File: config.mk
export PLATFORM = sky130hd
export DESIGN_NAME = cu_motion
export DESIGN_NICKNAME = d
export VERILOG_FILES = /design/src/rtl/cu_motion.sv
export SDC_FILE = /design/constraint.sdc
export NUM_CORES = 1
export LEC_CHECK = 0
export CORE_MARGIN = 1
export CORE_UTILIZATION = 48
export DETAILED_ROUTE_END_ITERATION = 12
export MAX_ROUTING_LAYER = met4
export PLACE_DENSITY = 0.78
export SYNTH_ARGS = -nofsm -noshare
export SYNTH_HDL_FRONTEND = slang
export SYNTH_SLANG_ARGS = --single-unit
File: constraint.sdc
create_clock -name clk_1 -period 2.35 [get_ports clk_1]
set_clock_uncertainty 0.15 [all_clocks]
set_input_delay 0.235 -clock clk_1 [delete_from_list [all_inputs] [get_ports clk_1]]
set_output_delay 0.235 -clock clk_1 [all_outputs]
set_load 0.005 [all_outputs]
File: src/rtl/cu_motion.sv
// Control unit for the dp_motion ball datapath: serve, per-frame update/alter/collide
// passes, frame waiting, scoring and game over. Optional rally speed-up: RALLY_SPEEDUP_EN.
module cu_motion #(
   parameter int WIN_SCORE = 11,
   parameter int SCORE_W   = 4,
   parameter int SERVE_GAP = 2
) (
   input  logic               clk_1,
   input  logic               rst,
   input  logic               start,
   input  logic               flag,
   input  logic               collide,
   input  logic [1:0]         edg,
   output logic               Initial_ball,
   output logic               Activate_cntr,
   output logic               Compute_alter,
   output logic               Compute_collide,
   output logic               Value_select,
   output logic [SCORE_W-1:0] score_l,
   output logic [SCORE_W-1:0] score_r,
   output logic               game_over,
   output logic               winner,
   output logic [1:0]         speed_level
);

   localparam logic [SCORE_W-1:0] WIN_V = SCORE_W'(WIN_SCORE);
   localparam int                 GAP_W = (SERVE_GAP > 1) ? $clog2(SERVE_GAP) : 1;
   localparam logic [GAP_W-1:0]   GAP_LAST = GAP_W'(SERVE_GAP - 1);

   generate
      if (WIN_SCORE < 1 || WIN_SCORE >= (1 << SCORE_W)) begin : g_bad_win_score
         $error("cu_motion: WIN_SCORE must be in 1 .. 2**SCORE_W-1");
      end
      if (SERVE_GAP < 1) begin : g_bad_serve_gap
         $error("cu_motion: SERVE_GAP must be at least 1");
      end
   endgenerate

   typedef enum logic [3:0] {
      S_IDLE,
      S_INIT,
      S_UPDATE,
      S_ALTER,
      S_CHECK,
      S_DECIDE,
      S_WAIT,
      S_SCORE,
      S_SERVE,
      S_OVER
   } state_t;

   state_t             state;
   state_t             next_state;
   logic               first_pass;
   logic               point_right;
   logic [GAP_W-1:0]   gap_cnt;
   logic [SCORE_W-1:0] score_next;
   logic               win_reached;
   logic               edge_miss;

   // A miss is only counted when the ball left through the left or right edge.
   assign edge_miss   = edg[1];
   assign score_next  = (point_right ? score_r : score_l) + SCORE_W'(1);
   assign win_reached = (score_next == WIN_V);

   always_comb begin
      next_state = state;
      case (state)
         S_IDLE:   if (start) next_state = S_INIT;
         S_INIT:   next_state = S_UPDATE;
         S_UPDATE: next_state = S_ALTER;
         S_ALTER:  next_state = S_CHECK;
         S_CHECK:  next_state = S_DECIDE;
         S_DECIDE: begin
            if (collide)        next_state = S_WAIT;
            else if (edge_miss) next_state = S_SCORE;
            else                next_state = S_WAIT;
         end
         S_WAIT:   if (flag) next_state = S_UPDATE;
         S_SCORE:  next_state = win_reached ? S_OVER : S_SERVE;
         S_SERVE:  if (flag && (gap_cnt == GAP_LAST)) next_state = S_INIT;
         S_OVER:   if (start) next_state = S_INIT;
         default:  next_state = S_IDLE;
      endcase
   end

   always_comb begin
      Initial_ball    = 1'b0;
      Activate_cntr   = 1'b0;
      Compute_alter   = 1'b0;
      Compute_collide = 1'b0;
      game_over       = 1'b0;
      case (state)
         S_INIT:  Initial_ball    = 1'b1;
         S_ALTER: Compute_alter   = 1'b1;
         S_CHECK: Compute_collide = 1'b1;
         S_WAIT:  Activate_cntr   = 1'b1;
         S_SERVE: Activate_cntr   = 1'b1;
         S_OVER:  game_over       = 1'b1;
         default: ;
      endcase
   end

   assign Value_select = ~first_pass;

   always_ff @(posedge clk_1) begin
      if (rst) begin
         state <= S_IDLE;
      end else begin
         state <= next_state;
      end
   end

   // first_pass tracks the state being entered so Value_select is already 0 during
   // INIT and already 1 during the first CHECK.
   always_ff @(posedge clk_1) begin
      if (rst) begin
         first_pass <= 1'b1;
      end else if (next_state == S_INIT) begin
         first_pass <= 1'b1;
      end else if (next_state == S_CHECK) begin
         first_pass <= 1'b0;
      end
   end

   always_ff @(posedge clk_1) begin
      if (rst) begin
         point_right <= 1'b0;
         score_l     <= '0;
         score_r     <= '0;
         winner      <= 1'b0;
      end else begin
         if (state == S_DECIDE) begin
            point_right <= (edg == 2'b10);
         end
         if (state == S_SCORE) begin
            if (point_right) score_r <= score_next;
            else             score_l <= score_next;
            if (win_reached) winner <= point_right;
         end
         if ((state == S_OVER) && start) begin
            score_l <= '0;
            score_r <= '0;
         end
      end
   end

   always_ff @(posedge clk_1) begin
      if (rst) begin
         gap_cnt <= '0;
      end else if (state != S_SERVE) begin
         gap_cnt <= '0;
      end else if (flag) begin
         gap_cnt <= gap_cnt + GAP_W'(1);
      end
   end

`ifdef RALLY_SPEEDUP_EN
   logic [1:0] hit_cnt;
   logic [1:0] speed_q;

   // Every fourth paddle hit (hit counter wrapping) raises the speed hint, up to 3.
   always_ff @(posedge clk_1) begin
      if (rst) begin
         hit_cnt <= 2'd0;
         speed_q <= 2'd0;
      end else if ((state == S_INIT) || ((state == S_OVER) && start)) begin
         hit_cnt <= 2'd0;
         speed_q <= 2'd0;
      end else if ((state == S_DECIDE) && collide) begin
         hit_cnt <= hit_cnt + 2'd1;
         if ((hit_cnt == 2'd3) && (speed_q != 2'd3)) begin
            speed_q <= speed_q + 2'd1;
         end
      end
   end

   assign speed_level = speed_q;
`else
   assign speed_level = 2'b00;
`endif

endmodule

[Word-level counts from Yosys, hierarchy flattened]
Index checks and enable logic that the tools add are counted.
Cells by class
  $add $sub $neg: 2
  eq/ne operators: 14
  mux-type cells: 13
  bitwise gates (word level): 2
  reductions and logical operators: 11
Operators by type and width (number)
  case mux 4 bit (9 select lines): 1
  equality test 4 x 3 -> 1 bit, second input constant: 5
  2-to-1 mux 4 bit: 4
  equality test 4 bit, second input constant: 3
  OR reduction 2 bit: 5
  equality test 4 x 1 -> 1 bit, second input constant: 2
  equality test 4 x 2 -> 1 bit, second input constant: 2
  2-to-1 mux 1 bit: 8
  AND reduction 2 bit: 3
  adder 4 x 1 -> 4 bit, second input constant: 1
  logical NOT 4 bit: 1
  inequality test 4 bit, second input constant: 1
  equality test 2 bit, second input constant: 1
  logical AND 1 bit: 2
  inverter 1 bit: 2
  adder 1 bit, second input constant: 1
Storage, ports and cells
  bits in registers: 16
  output and inout bits: 17

[Longest topological paths before layout]
  depth in word-level cells: 7
  depth in mapped cells: 7
  mapped depth without buffers: 6

[Least setup slack after synthesis]
No wires, ideal clock.
  kind: flip-flop to flip-flop
  from: register point_right
  to: register winner
  setup time: 0.121 ns
  arrival time: 1.571 ns
  path slack: 0.508 ns
  stages on the path, launching flop included: 7
  clock period less this slack: 1.842 ns
  cell sequence: dfxtp_1 buf_2 mux2_2 ha_1 xor2_1 nand4b_1 mux2i_1
Between the ends
  cells in the longest elaborated chain, start to end: 4
RTL lines
  start: declaration: RTL line 55  | logic point_right;
  start signal: assignment: RTL line 134  | point_right <= (edg == 2'b10);
  2-to-1 mux 4 bit: RTL line 63  | assign score_next = (point_right ? score_r : score_l) + SCORE_W'(1);
  adder 4 x 1 -> 4 bit: RTL line 63
  equality test 4 bit: RTL line 64  | assign win_reached = (score_next == WIN_V);
  AND reduction 2 bit (no line)
  end signal: assignment: RTL line 139  | if (win_reached) winner <= point_right;
  end: declaration: RTL line 22  | output logic winner,
Several ways; a longest one is shown, not always the timed one.
A chain may end at the register's enable or synchronous reset.

[Worst setup path after layout]
  from: register state[1]
  to: output game_over
Between the ends
  cells in the longest elaborated chain, start to end: 2
RTL lines
  start: declaration: RTL line 52  | state_t state;
  start signal: assignment: RTL line 110  | state <= next_state;
  equality test 4 bit: RTL line 93  | case (state)
  2-to-1 mux 1 bit: RTL line 93
  end: declaration: RTL line 21  | output logic game_over,
Every way passes these cells.

==> run_results.csv <==
group,metric,value,unit
placed_design,gp_congestion,0.867,
routing,detailedRoute.firstIterationViolations,5,
routing,wire_per_inst,12.7,um
power_and_ir_drop,worst_ir_drop_vdd,0.000315,V
cells_and_area,num-fill-cells,190,
timing,post-route-period-util,93.0,%
synth,synth_top_cell_by_area,"sky130_fd_sc_hd__dfxtp_1",
worst_setup_path,arrival,1.80,ns
synth,synth_seq_area_share,32.2,%
routing,drt_pass1_iterations,4,
worst_hold_path,hold_path_class,"reg2reg",
global_route,grtUsageTotal,21.5,%
floorplan,die-area,2260,sq um
clock_network,post-cts-setup-buffers,0,
worst_setup_path,critical_path_cell_by_cell,"buf_4 > nand2b_1 > nor3b_2 > clkdlybuf4s50_1",
worst_setup_path,r2r_start,"point_right",
clock_network,numClockSinks,16,
routing,antenna_violating_nets_post_route,0,
worst_setup_path,crit_path_start,"state[1]",
clock_network,cts_made_buffers,3,
global_route,grt_antenna_before_repair,0,
worst_setup_path,worstSetupPathType,"reg2out",
floorplan,floorplan.initialDensity,50.6,%
clock_network,cts_root_buf,"sky130_fd_sc_hd__clkbuf_4",
worst_setup_path,critical_path.slowest_cell,"sky130_fd_sc_hd__clkdlybuf4s50_1",
clock_network,postCtsResizedCells,0,
clock_network,htree_num_levels,1,
worst_hold_path,hold_path_startpoint,"winner",
cells_and_area,combined_flip_flop_and_latch_cell_area,320,sq um
timing,final_hold_violating_endpoints,0,
timing,hold_slack,0.341,ns
power_and_ir_drop,leakage,0.476,nW
synth,synth_seq_cells,16,
power_and_ir_drop,cellPowerDensity,486,nW/um^2
cells_and_area,final_layout_size_suffix_gt1_share,14.3,%
cells_and_area,synthToLayoutAreaGrowth,25.8,%
floorplan,num_io_pins,24,
worst_setup_path,critical_path_peak_fanout,14,
placed_design,preCtsSetupSlack,0.479,ns
synth,synthesis.area,993,sq um
routing,drc,0,
synth,yosysWarningCount,0,
timing,finalCriticalPeriod,2.19,ns
timing,timing.setup.tns,0,ns
power_and_ir_drop,power,608,uW
timing,final_max_slew_viol_count,0,
synth,ys_top_cells_by_area,"sky130_fd_sc_hd__dfxtp_1, sky130_fd_sc_hd__xnor2_1, sky130_fd_sc_hd__a21oi_1",
cells_and_area,diodes,0,
status,status,"finished clean",
floorplan,die_height,47.5,um
clock_network,ctsHoldBuffers,0,
worst_setup_path,worst-path-buf-inv,2,
run,maxCapViolCount,0,
synth,synth_enable_flop_cells,0,
routing,drt-vias-per-instance,5.44,
synth,postSynth.asyncResetShare,0,%
worst_setup_path,timing.critical_path.slowest_cell_delay,0.53,ns
worst_setup_path,critical-path-top-delay-family,"buffers and inverters",
timing,postLayoutSetupSlackWorst,0.164,ns
timing,fmax,0.457,GHz
timing,setup_viol,0,
clock_network,clk_pin_slew_worst_paths,0.09,ns
synth,syn_area_per_cell,8.87,sq um
floorplan,placementRows,16,
cells_and_area,multi_input_comb_area,607,sq um
synth,ys.flop_type,"sky130_fd_sc_hd__dfxtp_1",
placed_design,port_buffers,21,
clock_network,clock_path_buffers,2,
synth,netlist.area_leader.share,32.2,%
clock_network,insertion_delay,0.29,ns
worst_setup_path,worst_setup_path_end_kind,"primary output",
global_route,grt_pass1_vias,776,
routing,routed_wirelength,2030,um
global_route,grt_first_pass_wirelength,3230,um
global_route,grt_max_degree,17,
placed_design,dp_hpwl,1520,um
global_route,globalRoute.totalOverflow,0,
worst_setup_path,cp-start-kind,"flop",
clock_network,tritoncts,"built",
synth,syn_inst,112,
synth,synth.lib_cells_used.distinct,39,
cells_and_area,layout.nets,144,
worst_setup_path,cp.required,1.97,ns
routing,via_count,871,
floorplan,die_width,47.5,um
timing,setup_repair_after_global_routing_missed_its_margin,"no",
floorplan,floorplan.core_area,1960,sq um
-- synthesized netlist by cell type, types with 2 or more instances --
master / count
sky130_fd_sc_hd__ha_1: 2
sky130_fd_sc_hd__o21ai_0: 4
sky130_fd_sc_hd__inv_1: 5
sky130_fd_sc_hd__and2_1: 2
sky130_fd_sc_hd__nor3_1: 5
sky130_fd_sc_hd__a211oi_1: 3
sky130_fd_sc_hd__dfxtp_1: 16
sky130_fd_sc_hd__xor2_1: 2
sky130_fd_sc_hd__a21oi_1: 8
sky130_fd_sc_hd__nor3b_2: 2
sky130_fd_sc_hd__nand2b_1: 5
sky130_fd_sc_hd__nand3_1: 2
sky130_fd_sc_hd__mux2_2: 2
sky130_fd_sc_hd__nor4_1: 3
sky130_fd_sc_hd__nor2_1: 9
sky130_fd_sc_hd__xnor2_1: 5
sky130_fd_sc_hd__nand4b_1: 2
sky130_fd_sc_hd__mux2i_1: 3
sky130_fd_sc_hd__a211oi_2: 3
sky130_fd_sc_hd__buf_2: 5
sky130_fd_sc_hd__buf_4: 3
sky130_fd_sc_hd__nand2_1: 3
sky130_fd_sc_hd__and4b_1: 2
-- flip-flops by register name, summed over array words and instances, names as in the netlist --
name,count
first_pass,1
gap_cnt,1
point_right,1
score_l,4
score_r,4
state,4
winner,1
-- cells by family after synthesis --
logic type | share of synthesized area, %
other cells | 0.377
mux | 5.29
compound gates | 16.5
simple gates | 29.8
fa+ha+maj | 2.52
buf+inv | 7.05
xor+xnor | 6.17
flops | 32.2
-- cell usage in the layout (no fill, tap or decap) --
cell                              instances
sky130_fd_sc_hd__clkbuf_4                 3
sky130_fd_sc_hd__nor3_1                   5
sky130_fd_sc_hd__mux2i_1                  3
sky130_fd_sc_hd__nand3_1                  2
sky130_fd_sc_hd__ha_1                     2
sky130_fd_sc_hd__nor2_1                   9
sky130_fd_sc_hd__a21o_1                   1
sky130_fd_sc_hd__clkdlybuf4s50_1         21
sky130_fd_sc_hd__nand4_1                  1
sky130_fd_sc_hd__nand2_1                  3
sky130_fd_sc_hd__nor4_1                   3
sky130_fd_sc_hd__nor2b_1                  1
sky130_fd_sc_hd__nand3b_1                 1
sky130_fd_sc_hd__nand2b_1                 5
sky130_fd_sc_hd__a21oi_1                  8
sky130_fd_sc_hd__dfxtp_1                 16
sky130_fd_sc_hd__nand4b_4                 1
sky130_fd_sc_hd__nand4b_1                 2
sky130_fd_sc_hd__a211o_1                  1
sky130_fd_sc_hd__nor2_4                   1
sky130_fd_sc_hd__o311a_1                  1
sky130_fd_sc_hd__or4_1                    1
sky130_fd_sc_hd__mux2_2                   2
sky130_fd_sc_hd__buf_4                    5
sky130_fd_sc_hd__nor3b_2                  2
sky130_fd_sc_hd__a211oi_2                 3
sky130_fd_sc_hd__inv_1                    5
sky130_fd_sc_hd__xor2_1                   2
sky130_fd_sc_hd__nand4bb_1                1
sky130_fd_sc_hd__o21ai_0                  4
sky130_fd_sc_hd__or3b_1                   1
sky130_fd_sc_hd__or3b_2                   1
sky130_fd_sc_hd__and4b_1                  2
sky130_fd_sc_hd__and2_1                   2
sky130_fd_sc_hd__a211oi_1                 3
sky130_fd_sc_hd__conb_1                   2
sky130_fd_sc_hd__a21o_2                   1
sky130_fd_sc_hd__a2111oi_0                1
sky130_fd_sc_hd__xnor2_1                  5
-- tightest hold or removal path: stages, from the launching register on --
cell                       delay (ns)
sky130_fd_sc_hd__dfxtp_1         0.32
sky130_fd_sc_hd__nand2b_1        0.06
sky130_fd_sc_hd__mux2i_1         0.06
-- path summary, 6_finish.rpt --
path | end | slack [ns] | cells after the start
worst min-delay path | winner | 0.34 | 2
worst min register to register | winner | 0.34 | 2
worst max-delay path | game_over | 0.16 | 4
worst max register to register | winner | 0.52 | 5
-- metrics by stage --
stage,utilization (%),instances,area [sq um]
after global routing,63.7,160,1250
after detailed placement,62.6,157,1230
after floorplan,-,113,997
after CTS,63.7,160,1250
after global placement,62.6,157,1230
final,63.7,160,1250
-- layout make-up --
cell class / count / area share [%]
Multi-Input combinational cell: 83 / 48.5
Clock buffer: 3 / 1.80
Timing Repair Buffer: 26 / 19.8
Inverter: 5 / 1.50
Sequential cell: 16 / 25.6
Tap cell: 27 / 2.70
-- per-layer routing --
layer  vias up  wire length, um  global-route usage (%)
met5         -                0                       -
met4         0               46                    12.0
met3         4               50                    3.77
met2        14             1000                    36.4
met1       410              927                    23.5
li1        443                -                       -
-- power by group --
| group | internal, mW | leakage (nW) | switching, mW |
|---|---|---|---|
| Sequential | 0.284 | 0.129 | 0.00742 |
| Combinational | 0.0799 | 0.333 | 0.0919 |
| Clock | 0.0596 | 0.0138 | 0.0851 |
| Total | 0.423 | 0.476 | 0.184 |
(Power assumes the default switching activity.)
